===== config.mk =====
export PLATFORM = sky130hd
export DESIGN_NAME = memory_stage
export DESIGN_NICKNAME = d
export VERILOG_FILES = /design/src/rtl/cpu_types_pkg.sv /design/src/rtl/memory_stage_llsc_link.sv /design/src/rtl/memory_stage.sv
export SDC_FILE = /design/constraint.sdc
export NUM_CORES = 1
export LEC_CHECK = 0
export CORE_MARGIN = 2
export CORE_UTILIZATION = 34
export CTS_CLUSTER_SIZE = 28
export DETAILED_ROUTE_END_ITERATION = 12
export GPL_ROUTABILITY_DRIVEN = 0
export PLACE_DENSITY = 0.81
export SLEW_MARGIN = 20
export SYNTH_ARGS = -nofsm -noshare
export SYNTH_HDL_FRONTEND = slang
export SYNTH_SLANG_ARGS = --single-unit

===== constraint.sdc =====
create_clock -name CLK -period 1.7 [get_ports CLK]
set_input_delay 0.255 -clock CLK [delete_from_list [all_inputs] [get_ports CLK]]
set_output_delay 0.255 -clock CLK [all_outputs]
set_load 0.02 [all_outputs]

===== src/rtl/cpu_types_pkg.sv =====
// Shared CPU types: word width, opcode encoding and the memory-stage FSM states.
package cpu_types_pkg;

    localparam int DATA_W = 32;

    typedef logic [DATA_W-1:0] word_t;

    // MIPS-style primary opcodes; LL and SC are the link/conditional pair
    typedef enum logic [5:0] {
        RTYPE = 6'b000000,
        ADDIU = 6'b001001,
        LW    = 6'b100011,
        SW    = 6'b101011,
        LL    = 6'b110000,
        SC    = 6'b111000
    } opcode_t;

    // Memory stage sequencing: idle, waiting on the cache, holding load data
    typedef enum logic [1:0] {
        IDLE = 2'd0,
        WAIT = 2'd1,
        HOLD = 2'd2
    } mstate_t;

endpackage


===== src/rtl/memory_stage_llsc_link.sv =====
// Link register for LL/SC: remembers the address of the last completed LL
// and reports whether an SC address still matches a valid link.
// Only instantiated by memory_stage when LLSC_EN is defined.
module llsc_link
    import cpu_types_pkg::*;
#(
    parameter int WORD_W = 32
) (
    input  logic              i_clk,
    input  logic              i_nrst,
    input  logic              i_ll_done,
    input  logic              i_store_done,
    input  logic              i_link_inv,
    input  logic [WORD_W-1:0] i_addr,
    output logic              o_match
);

    logic              r_link_valid;
    logic [WORD_W-1:0] r_link_addr;
    logic              w_addr_hit;
    logic              w_clear;

    assign w_addr_hit = (i_addr == r_link_addr);
    assign o_match    = r_link_valid & w_addr_hit;

    // A coherence invalidate or any completed store to the linked word breaks the link
    assign w_clear = i_link_inv | (i_store_done & w_addr_hit);

    // Link register update: clearing wins over setting in the same cycle
    always_ff @(posedge i_clk) begin
        if (!i_nrst) begin
            r_link_valid <= 1'b0;
            r_link_addr  <= '0;
        end else if (w_clear) begin
            r_link_valid <= 1'b0;
        end else if (i_ll_done) begin
            r_link_valid <= 1'b1;
            r_link_addr  <= i_addr;
        end
    end

endmodule


===== src/rtl/memory_stage.sv =====
// Memory-access stage between the EX/MEM and MEM/WB latches.
// Issues data-cache requests, holds them until dhit, stalls upstream while
// waiting, and parks completed load data while MEM/WB is not enabled.
// Optional LL/SC link tracking is enabled by defining LLSC_EN.
module memory_stage
    import cpu_types_pkg::*;
#(
    parameter int WORD_W = 32
) (
    input  logic              CLK,
    input  logic              nRST,
    input  logic              valid_MEM,
    input  logic              MemRead_MEM,
    input  logic              MemWrite_MEM,
    input  opcode_t           opcode_MEM,
    input  logic [WORD_W-1:0] alu_out_MEM,
    input  logic [WORD_W-1:0] store_data_MEM,
    input  logic              advance,
    input  logic              flush,
    input  logic              dhit,
    input  logic [WORD_W-1:0] dmemload,
    input  logic              link_inv,
    output logic              dmemREN,
    output logic              dmemWEN,
    output logic [WORD_W-1:0] dmemaddr,
    output logic [WORD_W-1:0] dmemstore,
    output logic              mem_stall,
    output logic [WORD_W-1:0] Output_Port_MEM
);

    mstate_t           r_state;
    mstate_t           w_next_state;
    logic [WORD_W-1:0] r_load_q;
    logic [WORD_W-1:0] w_result;
    logic              w_is_sc;
    logic              w_sc_fail;
    logic              w_ren;
    logic              w_wen;
    logic              w_req;
    logic              w_can_issue;

    // Requests are only driven outside HOLD and never during reset
    assign w_can_issue = nRST & (r_state != HOLD);
    assign w_is_sc     = valid_MEM & MemWrite_MEM & (opcode_MEM == SC);

`ifdef LLSC_EN
    logic w_link_match;
    logic w_ll_done;
    logic w_store_done;

    // SC success is decided at issue; once a write is in flight it is never dropped
    assign w_sc_fail    = w_is_sc & (r_state == IDLE) & ~w_link_match;
    assign w_ll_done    = w_ren & dhit & (opcode_MEM == LL);
    assign w_store_done = w_wen & dhit;

    llsc_link #(
        .WORD_W (WORD_W)
    ) u_llsc_link (
        .i_clk        (CLK),
        .i_nrst       (nRST),
        .i_ll_done    (w_ll_done),
        .i_store_done (w_store_done),
        .i_link_inv   (link_inv),
        .i_addr       (alu_out_MEM),
        .o_match      (w_link_match)
    );
`else
    logic w_unused_link_inv;

    // Without link tracking SC always writes and link invalidates are ignored
    assign w_sc_fail         = 1'b0;
    assign w_unused_link_inv = link_inv;
`endif

    assign w_ren = w_can_issue & valid_MEM & MemRead_MEM;
    assign w_wen = w_can_issue & valid_MEM & MemWrite_MEM & ~MemRead_MEM & ~w_sc_fail;
    assign w_req = w_ren | w_wen;

    assign dmemREN   = w_ren;
    assign dmemWEN   = w_wen;
    assign dmemaddr  = nRST ? alu_out_MEM : '0;
    assign dmemstore = nRST ? store_data_MEM : '0;
    assign mem_stall = w_req & ~dhit;

    // Result of the instruction in the current cycle: load data on hit, SC flag, else ALU value
    always_comb begin
        w_result = alu_out_MEM;
        if (w_ren && dhit) begin
            w_result = dmemload;
        end else if (w_is_sc) begin
            w_result = {{(WORD_W-1){1'b0}}, ~w_sc_fail};
        end
    end

    assign Output_Port_MEM = !nRST            ? '0       :
                             (r_state == HOLD) ? r_load_q : w_result;

    // Next-state logic: a completed access either retires or parks in HOLD
    always_comb begin
        w_next_state = r_state;
        case (r_state)
            IDLE, WAIT: begin
                if (w_req) begin
                    if (dhit) begin
                        w_next_state = advance ? IDLE : HOLD;
                    end else begin
                        w_next_state = WAIT;
                    end
                end
            end
            HOLD: begin
                if (advance || flush) begin
                    w_next_state = IDLE;
                end
            end
            default: w_next_state = IDLE;
        endcase
    end

    // State register and capture of the completed result when MEM/WB is not enabled
    always_ff @(posedge CLK) begin
        if (!nRST) begin
            r_state  <= IDLE;
            r_load_q <= '0;
        end else begin
            r_state <= w_next_state;
            if ((r_state != HOLD) && w_req && dhit && !advance) begin
                r_load_q <= w_result;
            end
        end
    end

endmodule


==> impl_metrics.json <==
{
  "pwr_density_cell_mw_per_mm2": 423.3,
  "ys_warn_count": 0,
  "irDropWorstVdd_mv": 0.4760,
  "die_area_mm2": 0.008409,
  "cpPeakStageDelay_ps": 370,
  "max_slew_margin_pct": 70.99,
  "hold_violations": 0,
  "min_path_type": "flop to flop",
  "pwr-share-seq_pct": 29.2,
  "arrival_ps": 1890,
  "cts-buffers-inserted": 5,
  "detail_route.wl_per_cell_um": 24.98,
  "r2r_start": "r_state[0]",
  "p_total_w": 0.002879,
  "slowest_stage": "or3_4",
  "rsz0062_at_grt": "yes",
  "clock_skew_ps": 1.771,
  "internal-power_w": 0.001852,
  "die_w_um": 91.70,
  "worstMarginPinSlew_ps": 430.7,
  "firstDrtPassIters": 5,
  "yosysMostFrequentCell": "and2_1",
  "wirelength_um": 18680,
  "fin_crit_sh_pct": 126.1,
  "antenna_found_initial": 0,
  "avgSynthCellArea_um2": 7.471,
  "drive_gt1_share_pct": 41.29,
  "synth-seq-cells": 34,
  "crit_family": "simple AND/OR/NAND/NOR gates",
  "track_usage_pct": 33.36,
  "ys.flop_type": "dfxtp_1",
  "fp.dieH_um": 91.70,
  "setup_viol": 68,
  "syn-instance-count": 350,
  "drv_cap": 0,
  "yosysSeqAreaShare_pct": 26.03,
  "p_comb_share_pct": 47.2,
  "p_clk_share_pct": 23.7,
  "p_switching_w": 0.001027,
  "ant_nets": 0,
  "cts_max_path_buffers": 2,
  "diodes": 0,
  "hp-start": "r_load_q[10]",
  "drcViolationCount": 0,
  "critPathCaptureType": "output port",
  "syn_nets": 461,
  "crit_chain": "and2b_4, or3_4, buf_12, buf_12, nand3_2, a31oi_2, buf_4",
  "violations": "setup timing",
  "cts_tree": "done",
  "worst_slack_ps": -444.3,
  "synth_top_area_share_pct": 26.03,
  "cts-htree-levels": 2,
  "initial_core_util_pct": 35.48,
  "synth_area_mm2": 0.002615,
  "yosysUniqueCellTypes": 32,
  "cp.required_ps": 1440,
  "root_buffer": "clkbuf_8",
  "clk_pin_slew_ps": 80,
  "synth-edff-count": 0,
  "cp_max_fo": 6,
  "period_minus_slack_ps": 2144,
  "yosys-top-cells-count": "and2_1, a31oi_1, dfxtp_1, nand2_1",
  "fmax_ghz": 0.4664,
  "initialDrtViolationCount": 353,
  "yosysTopAreaCell": "dfxtp_1",
  "clock_sinks": 34,
  "ios": 210,
  "status": "complete, but fails checks",
  "cpMostUsedCell": "buf_12",
  "grt_pass1_wl_um": 22550,
  "cp-start-kind": "flop",
  "crit_buf_inv": 3,
  "switching_share_pct": 35.67,
  "viasPerCell": 6.078,
  "leakagePower_nw": 2.915,
  "critPathKind": "flop to output port",
  "first_global_vias": 4278,
  "synthTopCellsByArea": "dfxtp_1, and2_1, a31oi_1",
  "clock_latency_ps": 290,
  "grt_max_degree": 60,
  "dp_worst_setup_slack_ps": -1135,
  "final_nets": 759,
  "async_reset_ff_share_pct": 0,
  "grt_overflow_total": 0,
  "finalMaxSlewViolations": 0,
  "crit_path_start": "r_state[0]",
  "fp.coreArea_mm2": 0.007370,
  "vias": 4546,
  "syn_to_final_growth_pct": 160.1,
  "rows": 31,
  "place_hpwl_um": 8198,
  "io_buffers": 208
}
==> stage by stage <==
step	cells	instance area, um^2	util (%)	hold slack, ps	setup TNS, ps
global placement	684	5400	73.28	497.3	-52030
global route	748	6803	92.31	565.9	-22000
finish	748	6803	92.31	529.6	-19610
CTS	732	6406	86.93	514.2	-12710
floorplan	350	2803	-	417.1	0
detailed placement	684	5400	73.28	501.2	-54300
==> worst reg2reg max path, stage by stage (launching register included) <==
cell and delay [ps]:
dfxtp_2 340, and2b_4 200, buf_4 150, buf_6 120
nor4_4 370, buf_6 190, buf_12 110, buf_16 120
o21ai_1 70, a31oi_1 250
==> routing by layer <==
metal / share of wire (%) / track usage (%) / wire length, um / up-vias
met5: 0 / 0 / 0 / -
met1: 35 / 36.97 / 6582 / 2174
met2: 50 / 62.13 / 9253 / 361
met3: 8.3 / 6.656 / 1546 / 124
met4: 7.0 / 12.94 / 1301 / 0
li1: - / - / - / 1887
==> layout make-up <==
| type | count | area [um^2] |
|---|---|---|
| clock buffers | 6 | 82.58 |
| clock inverters | 2 | 12.51 |
| fillers | 267 | 566.8 |
| multi-input cells | 277 | 2404 |
| flip-flops and latches | 34 | 681.9 |
| well taps | 99 | 123.9 |
| repair buffers | 330 | 3498 |
==> power by group through the flow <==
stage | registers (W) | clock network, W | logic (W)
5_1_grt | 0.000840 | 0.000711 | 0.00140
3_5_place_dp | 0.000849 | 0 | 0.00111
4_1_cts | 0.000831 | 0.000655 | 0.00120
3_3_place_gp | 0.000848 | 0 | 0.00109
6_report | 0.000840 | 0.000681 | 0.00136
2_1_floorplan | 0.000847 | 0 | 0.000469
==> kinds of logic (layout without fill, tap and decap cells) <==
kind of cell	after synthesis	after routing	synth area share, %
and+or+nand+nor	148	148	37.51
AOI/OAI and AO/OA	129	129	28.42
buffers and inverters	39	338	8.038
DFF	34	34	26.03
==> cells in the final DEF, fill, tap and decap left out, types with 2 or more instances in the layout <==
master	n
clkdlybuf4s50_1	98
buf_4	95
dlygate4sd2_1	73
and2_1	64
dfxtp_1	33
o21ai_0	31
a31oi_1	30
nand3_4	25
buf_6	25
o21ai_1	20
nand2_1	18
nand2_2	16
a31oi_4	16
a31oi_2	16
buf_16	16
buf_12	16
o21ai_2	10
nand3_2	6
clkbuf_8	6
nor2_1	2
nor4_4	2
o21a_1	2
clkbuf_16	2
buf_8	2
==> flip-flops by register name, summed over array words and instances, names as in the netlist <==
signal	cells
r_state	2
r_load_q	32
==> what timing repair did <==
action                     4_1_cts  5_1_grt
buffers inserted                24       16
gates resized for setup        340       50
hold buffers                     0        0
pin swaps                       19        7
cloned                          16        2
setup endpoints to repair      131       67
==> final timing paths <==
kind	to	slack, ps	cells past startpoint
max	Output_Port_MEM[2]	-440	7
min	r_load_q[10]	530	2
max reg2reg	r_load_q[23]	-320	9
min reg2reg	r_load_q[10]	530	2
No activity file was read; power rests on OpenSTA's default activity.
